<file path="config.mk">
export PLATFORM = sky130hd
export DESIGN_NAME = pitch_meas_flat
export DESIGN_NICKNAME = d
export VERILOG_FILES = /design/src/rtl/pitch_meas_if.sv /design/src/rtl/pitch_meas.sv /design/src/flat_wrapper.sv
export SDC_FILE = /design/constraint.sdc
export NUM_CORES = 1
export LEC_CHECK = 0
export BUFFER_PORTS_ARGS = -buffer_cell sky130_fd_sc_hd__buf_2
export CAP_MARGIN = 25
export CORE_AREA = 2 2 90 156
export CTS_CLUSTER_DIAMETER = 150
export CTS_CLUSTER_SIZE = 30
export DETAILED_ROUTE_END_ITERATION = 7
export DIE_AREA = 0 0 92 158
export SLEW_MARGIN = 15
export SYNTH_ARGS = -nofsm -noshare
export SYNTH_HDL_FRONTEND = slang
export SYNTH_SLANG_ARGS = --single-unit
</file>
<file path="constraint.sdc">
create_clock -name clk -period 10.5 [get_ports clk]
set_clock_uncertainty 0.05 [all_clocks]
set_input_delay 1.575 -clock clk [delete_from_list [all_inputs] [get_ports clk]]
set_output_delay 1.575 -clock clk [all_outputs]
set_load 0.01 [all_outputs]
</file>
<file path="src/rtl/pitch_meas_if.sv">
// pitch_meas_if -- tone input and measurement results of pitch_meas.
//
// Signals:
//   tone_in       tone to be measured (driven by the tone source)
//   period        last locked period in clk cycles, 0 when not locked
//   period_valid  one-cycle pulse each time period is refreshed while locked
//   locked        tone is stable within tolerance
//   silent        no tone present
//   state_dbg     current FSM state (0 IDLE, 1 ARMED, 2 TRACK)
//   cnt_dbg       current value of the period counter
//
// Handshake: period_valid is a qualifier-only strobe with no ready. The
// consumer must take period in the cycle period_valid is high; there is no
// backpressure, and period also stays readable while locked is high.
//
// Modports: master = pitch_meas, slave = the consumer that also drives tone_in.
interface pitch_meas_if #(
  parameter int CNT_W = 20
);
  logic             tone_in;
  logic [CNT_W-1:0] period;
  logic             period_valid;
  logic             locked;
  logic             silent;
  logic [1:0]       state_dbg;
  logic [CNT_W-1:0] cnt_dbg;

  modport master (
    input  tone_in,
    output period, period_valid, locked, silent, state_dbg, cnt_dbg
  );

  modport slave (
    output tone_in,
    input  period, period_valid, locked, silent, state_dbg, cnt_dbg
  );
endinterface

</file>
<file path="src/rtl/pitch_meas.sv">
// pitch_meas -- measures the period of an incoming square-wave tone in clk
// cycles, reports it once consecutive periods agree, and flags silence.
//
// Ports:
//   clk     system clock, rising edge
//   reset_  asynchronous active-low reset
//   pm      pitch_meas_if.master: tone_in in; period, period_valid, locked,
//           silent, state_dbg, cnt_dbg out
module pitch_meas #(
  parameter int CNT_W      = 20,
  parameter int MIN_PERIOD = 16,
  parameter int TIMEOUT    = 1000000,
  parameter int TOL        = 4,
  parameter int LOCK_N     = 3
) (
  input  logic         clk,
  input  logic         reset_,
  pitch_meas_if.master pm
);

  localparam int MW = $clog2(LOCK_N + 1);

  localparam logic [CNT_W-1:0] MIN_V     = CNT_W'(MIN_PERIOD);
  localparam logic [CNT_W-1:0] TIMEOUT_V = CNT_W'(TIMEOUT);
  localparam logic [CNT_W:0]   TOL_V     = (CNT_W + 1)'(TOL);
  localparam logic [MW-1:0]    LOCK_V    = MW'(LOCK_N);

  typedef enum logic [1:0] {
    IDLE  = 2'd0,
    ARMED = 2'd1,
    TRACK = 2'd2
  } state_t;

  state_t           state;
  logic             sync1, sync2, prev_s;
  logic [CNT_W-1:0] cnt;
  logic [CNT_W-1:0] prev_sample;
  logic [MW-1:0]    match_cnt;
  logic [CNT_W-1:0] period_r;
  logic             period_valid_r, locked_r, silent_r;

  // Input synchronizer plus a delayed copy for edge detection.
  always_ff @(posedge clk or negedge reset_) begin
    if (!reset_) begin
      sync1  <= 1'b0;
      sync2  <= 1'b0;
      prev_s <= 1'b0;
    end else begin
      sync1  <= pm.tone_in;
      sync2  <= sync1;
      prev_s <= sync2;
    end
  end

  logic             rise, accept, timeout_hit, is_match, lock_next;
  logic [CNT_W:0]   diff_raw, diff_abs;
  logic [MW-1:0]    match_inc;

  always_comb begin
    rise        = sync2 & ~prev_s;
    // Short spacings are glitches, except the very first edge out of IDLE,
    // which only starts the measurement.
    accept      = rise && ((state == IDLE) || (cnt >= MIN_V));
    timeout_hit = (cnt >= TIMEOUT_V);
    // Unsigned distance in one extra bit so the sign of the subtraction is
    // available and the magnitude never overflows.
    diff_raw    = {1'b0, cnt} - {1'b0, prev_sample};
    diff_abs    = diff_raw[CNT_W] ? (~diff_raw + 1'b1) : diff_raw;
    is_match    = (diff_abs <= TOL_V);
    match_inc   = (match_cnt >= LOCK_V) ? LOCK_V : (match_cnt + 1'b1);
    lock_next   = locked_r || (match_inc == LOCK_V);
  end

  // Period counter: restarts at 1 on an accepted edge so that the value seen
  // on the next accepted edge equals the edge spacing. Saturates, never wraps.
  always_ff @(posedge clk or negedge reset_) begin
    if (!reset_) begin
      cnt <= '0;
    end else if (accept) begin
      cnt <= CNT_W'(1);
    end else if (cnt != {CNT_W{1'b1}}) begin
      cnt <= cnt + 1'b1;
    end
  end

  // Measurement FSM with registered outputs. An accepted edge takes priority
  // over the timeout when both happen in the same cycle.
  always_ff @(posedge clk or negedge reset_) begin
    if (!reset_) begin
      state          <= IDLE;
      prev_sample    <= '0;
      match_cnt      <= '0;
      period_r       <= '0;
      period_valid_r <= 1'b0;
      locked_r       <= 1'b0;
      silent_r       <= 1'b1;
    end else begin
      period_valid_r <= 1'b0;
      case (state)
        IDLE: begin
          if (accept) begin
            state    <= ARMED;
            silent_r <= 1'b0;
          end
        end
        ARMED: begin
          if (accept) begin
            prev_sample <= cnt;
            match_cnt   <= '0;
            state       <= TRACK;
          end else if (timeout_hit) begin
            state     <= IDLE;
            silent_r  <= 1'b1;
            match_cnt <= '0;
            locked_r  <= 1'b0;
            period_r  <= '0;
          end
        end
        TRACK: begin
          if (accept) begin
            prev_sample <= cnt;
            if (is_match) begin
              match_cnt <= match_inc;
              locked_r  <= lock_next;
              if (lock_next) begin
                period_r       <= cnt;
                period_valid_r <= 1'b1;
              end
            end else begin
              match_cnt <= '0;
              locked_r  <= 1'b0;
              period_r  <= '0;
            end
          end else if (timeout_hit) begin
            state     <= IDLE;
            silent_r  <= 1'b1;
            match_cnt <= '0;
            locked_r  <= 1'b0;
            period_r  <= '0;
          end
        end
        default: begin
          state <= IDLE;
        end
      endcase
    end
  end

  assign pm.period       = period_r;
  assign pm.period_valid = period_valid_r;
  assign pm.locked       = locked_r;
  assign pm.silent       = silent_r;
  assign pm.state_dbg    = state;
  assign pm.cnt_dbg      = cnt;

endmodule

</file>
<file path="src/flat_wrapper.sv">
// flat-port wrapper written by rule: the top's interface ports become plain ports
module pitch_meas_flat 
#(
  parameter int CNT_W      = 20,
  parameter int MIN_PERIOD = 16,
  parameter int TIMEOUT    = 1000000,
  parameter int TOL        = 4,
  parameter int LOCK_N     = 3
)
  (clk, reset_, pm_tone_in, pm_period, pm_period_valid, pm_locked, pm_silent, pm_state_dbg, pm_cnt_dbg);
  pitch_meas_if #(.CNT_W(CNT_W)) pm_i ();
  input  logic clk;
  input  logic reset_;
  input wire logic [$bits(pm_i.tone_in)-1:0] pm_tone_in;
  output wire logic [$bits(pm_i.period)-1:0] pm_period;
  output wire logic [$bits(pm_i.period_valid)-1:0] pm_period_valid;
  output wire logic [$bits(pm_i.locked)-1:0] pm_locked;
  output wire logic [$bits(pm_i.silent)-1:0] pm_silent;
  output wire logic [$bits(pm_i.state_dbg)-1:0] pm_state_dbg;
  output wire logic [$bits(pm_i.cnt_dbg)-1:0] pm_cnt_dbg;
  assign pm_i.tone_in = pm_tone_in;
  assign pm_period = pm_i.period;
  assign pm_period_valid = pm_i.period_valid;
  assign pm_locked = pm_i.locked;
  assign pm_silent = pm_i.silent;
  assign pm_state_dbg = pm_i.state_dbg;
  assign pm_cnt_dbg = pm_i.cnt_dbg;
  pitch_meas #(.CNT_W(CNT_W), .MIN_PERIOD(MIN_PERIOD), .TIMEOUT(TIMEOUT), .TOL(TOL), .LOCK_N(LOCK_N)) u_core (.clk(clk), .reset_(reset_), .pm(pm_i));
endmodule
</file>
======== Word level (Yosys, flattened, before mapping) ========
Cells that the tools add are included.
storage, ports and cells
  latch bits .............................. 0
  register bits ........................... 70
  output and inout port bits .............. 45
  logic and storage cells ................. 78
  input port bits ......................... 3
  ROM bits ................................ 0
  RAM bits ................................ 0
  memories kept ........................... 0
operators by class
  bitwise gates (word level) .............. 3
  eq/ne operators ......................... 10
  reduce and logical (&&, ||, !) cells .... 13
  $add $sub $neg .......................... 4
  div/mod/pow operators ................... 0
  magnitude comparators ................... 4
  multipliers ............................. 0
  muxes and demuxes ....................... 33
  shift-type cells ........................ 0
operators by type and width
  kind                                                              number
  two-way mux 20 bit                                                7
  case mux 20 bit (2 select lines)                                  1
  adder 21 x 1 -> 21 bit (second input constant)                    1
  less-or-equal comparator 21 x 3 -> 1 bit (second input constant)  1
  two-way mux 21 bit                                                1
  inverter 21 bit                                                   1
  subtractor 20 x 20 -> 21 bit                                      1
  adder 20 x 1 -> 20 bit (second input constant)                    1
  >= comparator 20 bit (second input constant)                      1
  >= comparator 20 x 5 -> 1 bit (second input constant)             1
  inequality test 20 bit (second input constant)                    1
  two-way mux 2 bit                                                 9
  two-way mux 1 bit                                                 11
  inequality test 2 bit (second input constant)                     3
  case mux 2 bit (3 select lines)                                   1
  AND reduction 2 bit                                               3
  nonzero test 2 bit                                                3
  equality test 2 bit (second input constant)                       2
  inequality test 2 x 1 -> 1 bit (second input constant)            2
  inequality test 4 bit (second input constant)                     1
  case mux 1 bit (2 select lines)                                   2
  case mux 2 bit (2 select lines)                                   1
  AND reduction 4 bit                                               1
  AND reduction 3 bit                                               1
  other kinds (9)                                                   10

======== Logic depth before layout (Yosys ltp) ========
Gate-level depths: netlist (run 1).
  depth after elaboration ................. 8
  gate-level depth with buffers ........... 16
  mapped depth without buffers ............ 14

======== Worst setup path after synthesis (run 1) ========
Ideal clock, no wire load.
  kind .................................... register -> register
  start point ............................. register u_core.cnt[0] (netlist: u_core.pm.cnt_dbg[0])
  end point ............................... register u_core.period_r[1] (netlist: u_core.pm.period[1])
  path slack .............................. 6.356 ns
  path buffers ............................ 1
  library setup time ...................... 0.081 ns
  data arrival time ....................... 4.013 ns
  data required time ...................... 10.369 ns
  cell stages (with the launch flop) ...... 16
  clock period less this slack ............ 4.144 ns
  cell sequence ........................... dfrtp_1 -> inv_1 -> ha_1 -> fa_1 -> nand2b_1 -> a211oi_2 -> or3_1 -> a211oi_1 -> and4_1 -> nor3b_1 -> or4_2 -> a32o_1 -> nor4_4 -> nand4_2 -> buf_6 -> o22ai_2
on the way
  longest elaborated chain between the ends .. 8
  elaborated cells between the ends (all ways) .. 17
  classes of those cells .................. 2 x add/sub; 3 x order compare; 2 x eq/ne; 6 x mux; 1 x bitwise; 3 x reduce/logical
ends and longest elaborated chain
  element                                   RTL line           source
  start: declaration                        pitch_meas.sv:36   logic [CNT_W-1:0] cnt;
  start signal: assignment                  pitch_meas.sv:82   cnt <= cnt + 1'b1;
  subtractor 20 x 20 -> 21 bit              pitch_meas.sv:67   diff_raw = {1'b0, cnt} - {1'b0, prev_sample};
  inverter 21 bit                           pitch_meas.sv:68   diff_abs = diff_raw[CNT_W] ? (~diff_raw + 1'b1) : diff_raw;
  adder 21 x 1 -> 21 bit                    pitch_meas.sv:68
  two-way mux 21 bit                        pitch_meas.sv:68
  less-or-equal comparator 21 x 3 -> 1 bit  pitch_meas.sv:69   is_match = (diff_abs <= TOL_V);
  two-way mux 20 bit                        pitch_meas.sv:122  if (is_match) begin
  two-way mux 20 bit                        pitch_meas.sv:120  if (accept) begin
  case mux 20 bit (2 select lines)          pitch_meas.sv:99   case (state)
  end signal: assignment                    pitch_meas.sv:126  period_r <= cnt;
  end: declaration                          pitch_meas.sv:39   logic [CNT_W-1:0] period_r;
Several ways; a longest one is shown, not always the timed one. The select of a mux whose other input is x is not followed.
A chain may end at the register's enable or synchronous reset.

======== Final worst setup path (run 1) ========
  start point ............................. register u_core.cnt[0] (netlist: u_core.pm.cnt_dbg[0])
  end point ............................... register u_core.period_r[0] (netlist: u_core.pm.period[0])
The elaborated chain is that of the path after synthesis.

==> impl_metrics.csv, run 1 <==
group,metric,value,unit
status,status,"complete, no violations",
worst_setup_path,path_cells,"inv_1 -> ha_1 -> fa_1 -> nand2b_1 -> a211oi_2 -> o21ai_0 -> a211oi_1 -> nand3_1 -> a22o_1 -> a2111oi_0 -> o2111ai_1 -> nor4_4 -> nand4_2 -> o22ai_2",
clock_tree,cts_tree,"done",
drt,wl_per_cell,17.1,um
worst_setup_path,crit_cells,14,
floorplan,dieHeight,158,um
floorplan,core_area,13300,um2
power_and_ir_drop,power,1.76,mW
place,portBuffers,47,
global_route,antenna_found_initial,0,
synthesis,yosys.area.top_type_share,33.1,%
worst_setup_path,r2r_slack,5.12,ns
cells_and_area,drive_gt1_share,16.6,%
timing,finalWorstSetupSlack,5.12,ns
drt,drcViolationCount,0,
worst_setup_path,critPathKind,"flip-flop to flip-flop",
place,place_congestion,0.906,
floorplan,initial_core_util,39.1,%
clock_tree,cts-htree-levels,3,
drt,wirelength,14400,um
worst_setup_path,crit_required,10.68,ns
drt,vias,4708,
timing,tightest_slew,0.957,ns
cells_and_area,finalNonFillerCells,843,
cells_and_area,final_nets,694,
worst_setup_path,crit_arrival,5.56,ns
flow_run,cap_violations,0,
power_and_ir_drop,powerDensity,298,nW/um2
synthesis,synth_area_leaders,"dfrtp_1, ha_1, nand2_1, o22ai_2, inv_1",
floorplan,pin_count,48,
timing,finalCriticalPeriod,5.38,ns
clock_tree,clk_path_buf_depth,2,
power_and_ir_drop,leakagePower,2.65,nW
floorplan,dieArea,14500,um2
place,place_ws,5.14,ns
cells_and_area,regArea,1750,um2
place,dp_cells,827,
synthesis,yosysUniqueCellTypes,74,
clock_tree,clock_latency,0.34,ns
worst_setup_path,reg2regPathDepth,14,
cells_and_area,nFillCells,1369,
timing,hold_violations,0,
power_and_ir_drop,ir_drop,0.158,mV
timing,whs,0.305,ns
worst_setup_path,critPathTopFamily,"compound AO/OA/AOI/OAI gates",
global_route,grt_max_degree,71,
place,place_hpwl,11500,um
floorplan,row_count,56,
timing,finalSetupViolCount,0,
synthesis,syn_area_per_cell,8.34,um2
clock_tree,post-cts-setup-buffers,0,
synthesis,synth-seq-area-share,33.6,%
floorplan,die_w,92,um
synthesis,synthArstFlopShare,100,%
synthesis,yosysWarnings,0,
drt,ant_nets,0,
worst_setup_path,start_kind,"flip-flop",
global_route,overflow,0,
synthesis,yosys.area.top_type,"dfrtp_1",
clock_tree,cts_inserted_buffers,9,
global_route,grt_pass1_vias,4681,
cells_and_area,synthToLayoutAreaGrowth,13.6,%
drt,first_pass_iters,4,
worst_setup_path,crit_path_max_fanout,20,
global_route,grt_pass1_wl,23700,um
cells_and_area,antenna_cells,0,
timing,drv_slew,0,
worst_setup_path,critPathCaptureType,"flip-flop",
synthesis,syn_inst,625,
synthesis,synth-seq-cells,70,
clock_tree,root_buffer,"clkbuf_16",
clock_tree,cts.sinks,70,
synthesis,synth_fp_nets,655,
timing,fmax,186,MHz
min_path,whs_path_depth,0,
min_path,hold_class,"flip-flop to flip-flop",
timing,min_period_over_period,51.2,%
cells_and_area,final_cell_mix,"nand2_1, dfrtp_1, inv_1",
worst_setup_path,crit_buf_inv,1,
synthesis,synth_area,5210,um2
drt,vias_per_cell,5.58,
clock_tree,cts_resized,0,
synthesis,synth-edff-count,0,
timing,slew-limit-headroom,36.1,%
cells_and_area,multi_input_area,3110,um2
clock_tree,cts.reportedPaths.clkPinSlew,0.06,ns
clock_tree,ctsHoldBuffers,0,
drt,first_iter_violations,309,
worst_setup_path,cpPeakStageDelay,0.78,ns
worst_setup_path,slowest_stage,"nand4_2",
global_route,grtUsageTotal,20.7,%
cells_and_area,final_common_cell,"nand2_1",
timing,finalSetupTns,0,ns
synthesis,synth_flop_cell,"dfrtp_1",
timing,grt_setup_unrepaired,"false",
registers in the layout, summed over array words and instances (netlist names), 2 cells and up:
register,count
u_core.pm.cnt_dbg,20
u_core.match_cnt,2
u_core.prev_sample,20
u_core.pm.period,20
u_core.pm.state_dbg,2
cells by family (layout without fill, tap and decap cells):
family | count (synthesis) | count (layout) | share of synthesized area [%]
adders and majority gates | 27 | 27 | 6.63
DFF | 70 | 70 | 33.6
muxes | 2 | 2 | 0.384
and+or+nand+nor | 244 | 244 | 24.0
AOI/OAI and AO/OA | 170 | 170 | 24.0
buffers and inverters | 85 | 129 | 6.84
xor gates and xnor gates | 27 | 27 | 4.54
routing by layer:
metal	up-vias	part of all wire, %	GRT usage (%)
met5	-	0	0
met4	0	5.1	12.1
met3	45	2.6	2.67
met2	109	52	36.8
met1	2230	40	23.5
li1	2324	-	-
final timing paths:
kind                                                   from                                 end
max                        u_core.pm.cnt_dbg[0]$_DFFE_PN0P_     u_core.pm.period[0]$_DFFE_PN0P_
min                                  u_core.sync1$_DFF_PN0_              u_core.sync2$_DFF_PN0_
max reg2reg                u_core.pm.cnt_dbg[0]$_DFFE_PN0P_     u_core.pm.period[0]$_DFFE_PN0P_
min reg2reg                          u_core.sync1$_DFF_PN0_              u_core.sync2$_DFF_PN0_
max in group asynchronous                            reset_     u_core.pm.period[1]$_DFFE_PN0P_
min in group asynchronous                            reset_  u_core.pm.state_dbg[1]$_DFFE_PN0P_
Yosys cell counts, drive strengths merged, types with 3 or more instances:
cell and n:
a211o 4, a211oi 6, a21boi 6, a21o 4
a21oi 32, a22oi 3, and2 10, and3 6
and4 3, buf 10, clkbuf 12, dfrtp 69
ha 26, inv 63, nand2 73, nand2b 6
nand3 24, nand4 12, nor2 45, nor3 21
nor3b 5, nor4 9, nor4b 3, o211a 5
o211ai 9, o21a 4, o21ai 49, o22ai 23
o31ai 3, or2 7, or3 10, or4 6
xnor2 24, xor2 3
stage by stage:
step / area, um2 / utilization [%]
3_3_place_gp: 5570 / 41.8
2_1_floorplan: 5210 / -
3_5_place_dp: 5580 / 41.9
6_report: 5920 / 44.4
4_1_cts: 5920 / 44.4
5_1_grt: 5920 / 44.4
power breakdown:
part | internal (mW) | total, mW | switching [mW]
logic | 0.410 | 1.11 | 0.697
registers | 0.290 | 0.317 | 0.0262
clock network | 0.216 | 0.339 | 0.123
total | 0.917 | 1.76 | 0.846
layout make-up:
class | instances | share of cell area, %
inverters | 63 | 4.00
flip-flops and latches | 70 | 29.6
multi-input cells | 470 | 52.6
clock buffers | 10 | 4.04
repair buffers | 50 | 4.48
well taps | 174 | 3.68
clock inverters | 6 | 1.59
(Power assumes the default switching activity.)
==> run 2, diff against run 1 <==
Clock period 10.5 ns to 5.2 ns, I/O delays scaled along.
==> impl_metrics.csv, run 2 (synthesis results as in run 1) <==
group,metric,value,unit
clock_tree,clock_latency,0.34,ns
timing,grt_setup_unrepaired,"false",
status,status,"complete, no violations",
timing,finalSetupTns,0,ns
drt,first_iter_violations,251,
drt,routed.top_layer,"met4",
worst_setup_path,crit_required,5.41,ns
worst_setup_path,crit_path_start,"u_core.pm.cnt_dbg[0]$_DFFE_PN0P_",
clock_tree,cts_tree,"done",
flow_run,cap_violations,0,
timing,finalSetupViolCount,0,
place,dp_cells,831,
cells_and_area,finalNonFillerCells,847,
clock_tree,cts.reportedPaths.clkPinSlew,0.06,ns
floorplan,row_count,56,
cells_and_area,final_common_cell,"nand2_1",
floorplan,core_area,13300,um2
global_route,overflow,0,
cells_and_area,final_nets,698,
drt,drt-met1-wl,5980,um
floorplan,dieHeight,158,um
clock_tree,cts-htree-levels,3,
global_route,grt_max_degree,61,
worst_setup_path,worstReg2RegEnd,"u_core.pm.period[1]$_DFFE_PN0P_",
timing,whs,0.246,ns
drt,met3_length,400,um
drt,ant_nets,0,
drt,first_pass_iters,5,
place,place_hpwl,11300,um
timing,finalCriticalPeriod,4.70,ns
drt,wl_per_cell,17.2,um
global_route,antenna_found_initial,0,
timing,hold_violations,0,
drt,drcViolationCount,0,
clock_tree,clk_path_buf_depth,2,
cells_and_area,drive_gt1_share,17.1,%
worst_setup_path,cp-endpoint,"u_core.pm.period[1]$_DFFE_PN0P_",
power_and_ir_drop,powerDensity,609,nW/um2
timing,min_period_over_period,90.4,%
worst_setup_path,r2r_slack,0.50,ns
timing,slew-limit-headroom,33.5,%
floorplan,pin_count,48,
place,portBuffers,47,
worst_setup_path,crit_path_max_fanout,20,
clock_tree,root_buffer,"clkbuf_16",
drt,vias,4784,
cells_and_area,synthToLayoutAreaGrowth,14.6,%
floorplan,dieArea,14500,um2
timing,finalWorstSetupSlack,0.497,ns
drt,wirelength,14600,um
global_route,grt_pass1_wl,24100,um
floorplan,initial_core_util,39.1,%
timing,tightest_slew,0.996,ns
timing,fmax,213,MHz
worst_setup_path,reg2regPathDepth,15,
floorplan,die_w,92,um
clock_tree,cts.sinks,70,
cells_and_area,final_cell_mix,"nand2_1, dfrtp_1, inv_1",
min_path,hold_class,"primary input to asynchronous set/reset pin",
cells_and_area,nFillCells,1379,
worst_setup_path,critPathKind,"flip-flop to flip-flop",
drt,vias_per_cell,5.65,
cells_and_area,fin_util,44.8,%
place,place_congestion,0.937,
cells_and_area,antenna_cells,0,
global_route,grtUsageTotal,21.1,%
worst_setup_path,critPathCaptureType,"flip-flop",
clock_tree,cts_inserted_buffers,9,
worst_setup_path,start_kind,"flip-flop",
power_and_ir_drop,leakagePower,2.68,nW
drt,wl_met2,7710,um
place,place_ws,0.425,ns
worst_setup_path,reg2reg_from,"u_core.pm.cnt_dbg[0]$_DFFE_PN0P_",
timing,drv_slew,0,
power_and_ir_drop,ir_drop,0.319,mV
global_route,grt_pass1_vias,4785,
worst_setup_path,crit_arrival,4.91,ns
[run 2: changes by cell type in the layout (fill, tap and decap cells not counted), sizes merged]
cell	previous run	this run
buf	50	54
clkinvlp	1	0
bufinv	2	3
clkbuf	10	9
clkinv	2	3
[run 2: metrics by stage]
stage / power [mW] / instance area [um2]
2_1_floorplan: 2.36 / 5210
3_3_place_gp: 2.83 / 5600
3_5_place_dp: 2.86 / 5610
4_1_cts: 3.59 / 5960
5_1_grt: 3.90 / 5970
6_report: 3.64 / 5970
[run 2: timing repair]
action / CTS / global route
hold buffers: 0 / 0
buffers inserted: 0 / 0
setup endpoints to repair: 0 / 20
gates resized for setup: 0 / 1
[run 2: where the power goes]
group | leakage [nW] | switching (mW) | internal [mW]
clock | 0.170 | 0.250 | 0.471
sequential | 0.954 | 0.0472 | 0.586
combinational | 1.56 | 1.44 | 0.844
total | 2.68 | 1.73 | 1.90
[run 2: final cells by class]
type                    instances  area [um2]  share of cell area [%]
repair buffers                 54         295                    4.95
inverters                      63         236                    3.96
flip-flops and latches         70        1750                    29.4
clock inverters                 7         121                    2.03
multi-input cells             470        3120                    52.3
well taps                     174         218                    3.65
clock buffers                   9         225                    3.77
[run 2: metal layers]
metal  global-route usage [%]  vias up
met5                        0        -
met1                     24.1     2302
met4                     9.95        0
li1                         -     2324
met3                     2.86       29
met2                     38.4      129
[run 2: critical path, cell delays in order (launching register included)]
cell and delay [ns]:
dfrtp_1 0.45, inv_1 0.13, ha_1 0.24, fa_1 0.39
nand2b_1 0.22, a211oi_4 0.40, o21ai_0 0.17, a211oi_1 0.44
nand3_1 0.15, a22o_1 0.20, a2111oi_0 0.52, o2111ai_1 0.34
nor4_4 0.33, nand4_2 0.14, buf_4 0.27, o22ai_2 0.16
[run 2: worst min-delay path by stage]
stage / depth (start not counted) / slack, ns / end
final: 1 / 0.25 / u_core.pm.state_dbg[1]$_DFFE_PN0P_
after detailed placement: 0 / 0.29 / u_core.sync2$_DFF_PN0_
after CTS: 1 / 0.25 / u_core.pm.state_dbg[1]$_DFFE_PN0P_
after floorplan: 0 / 0.28 / u_core.sync2$_DFF_PN0_
after global routing: 1 / 0.25 / u_core.pm.state_dbg[0]$_DFFE_PN0P_
after global placement: 0 / 0.29 / u_core.sync2$_DFF_PN0_
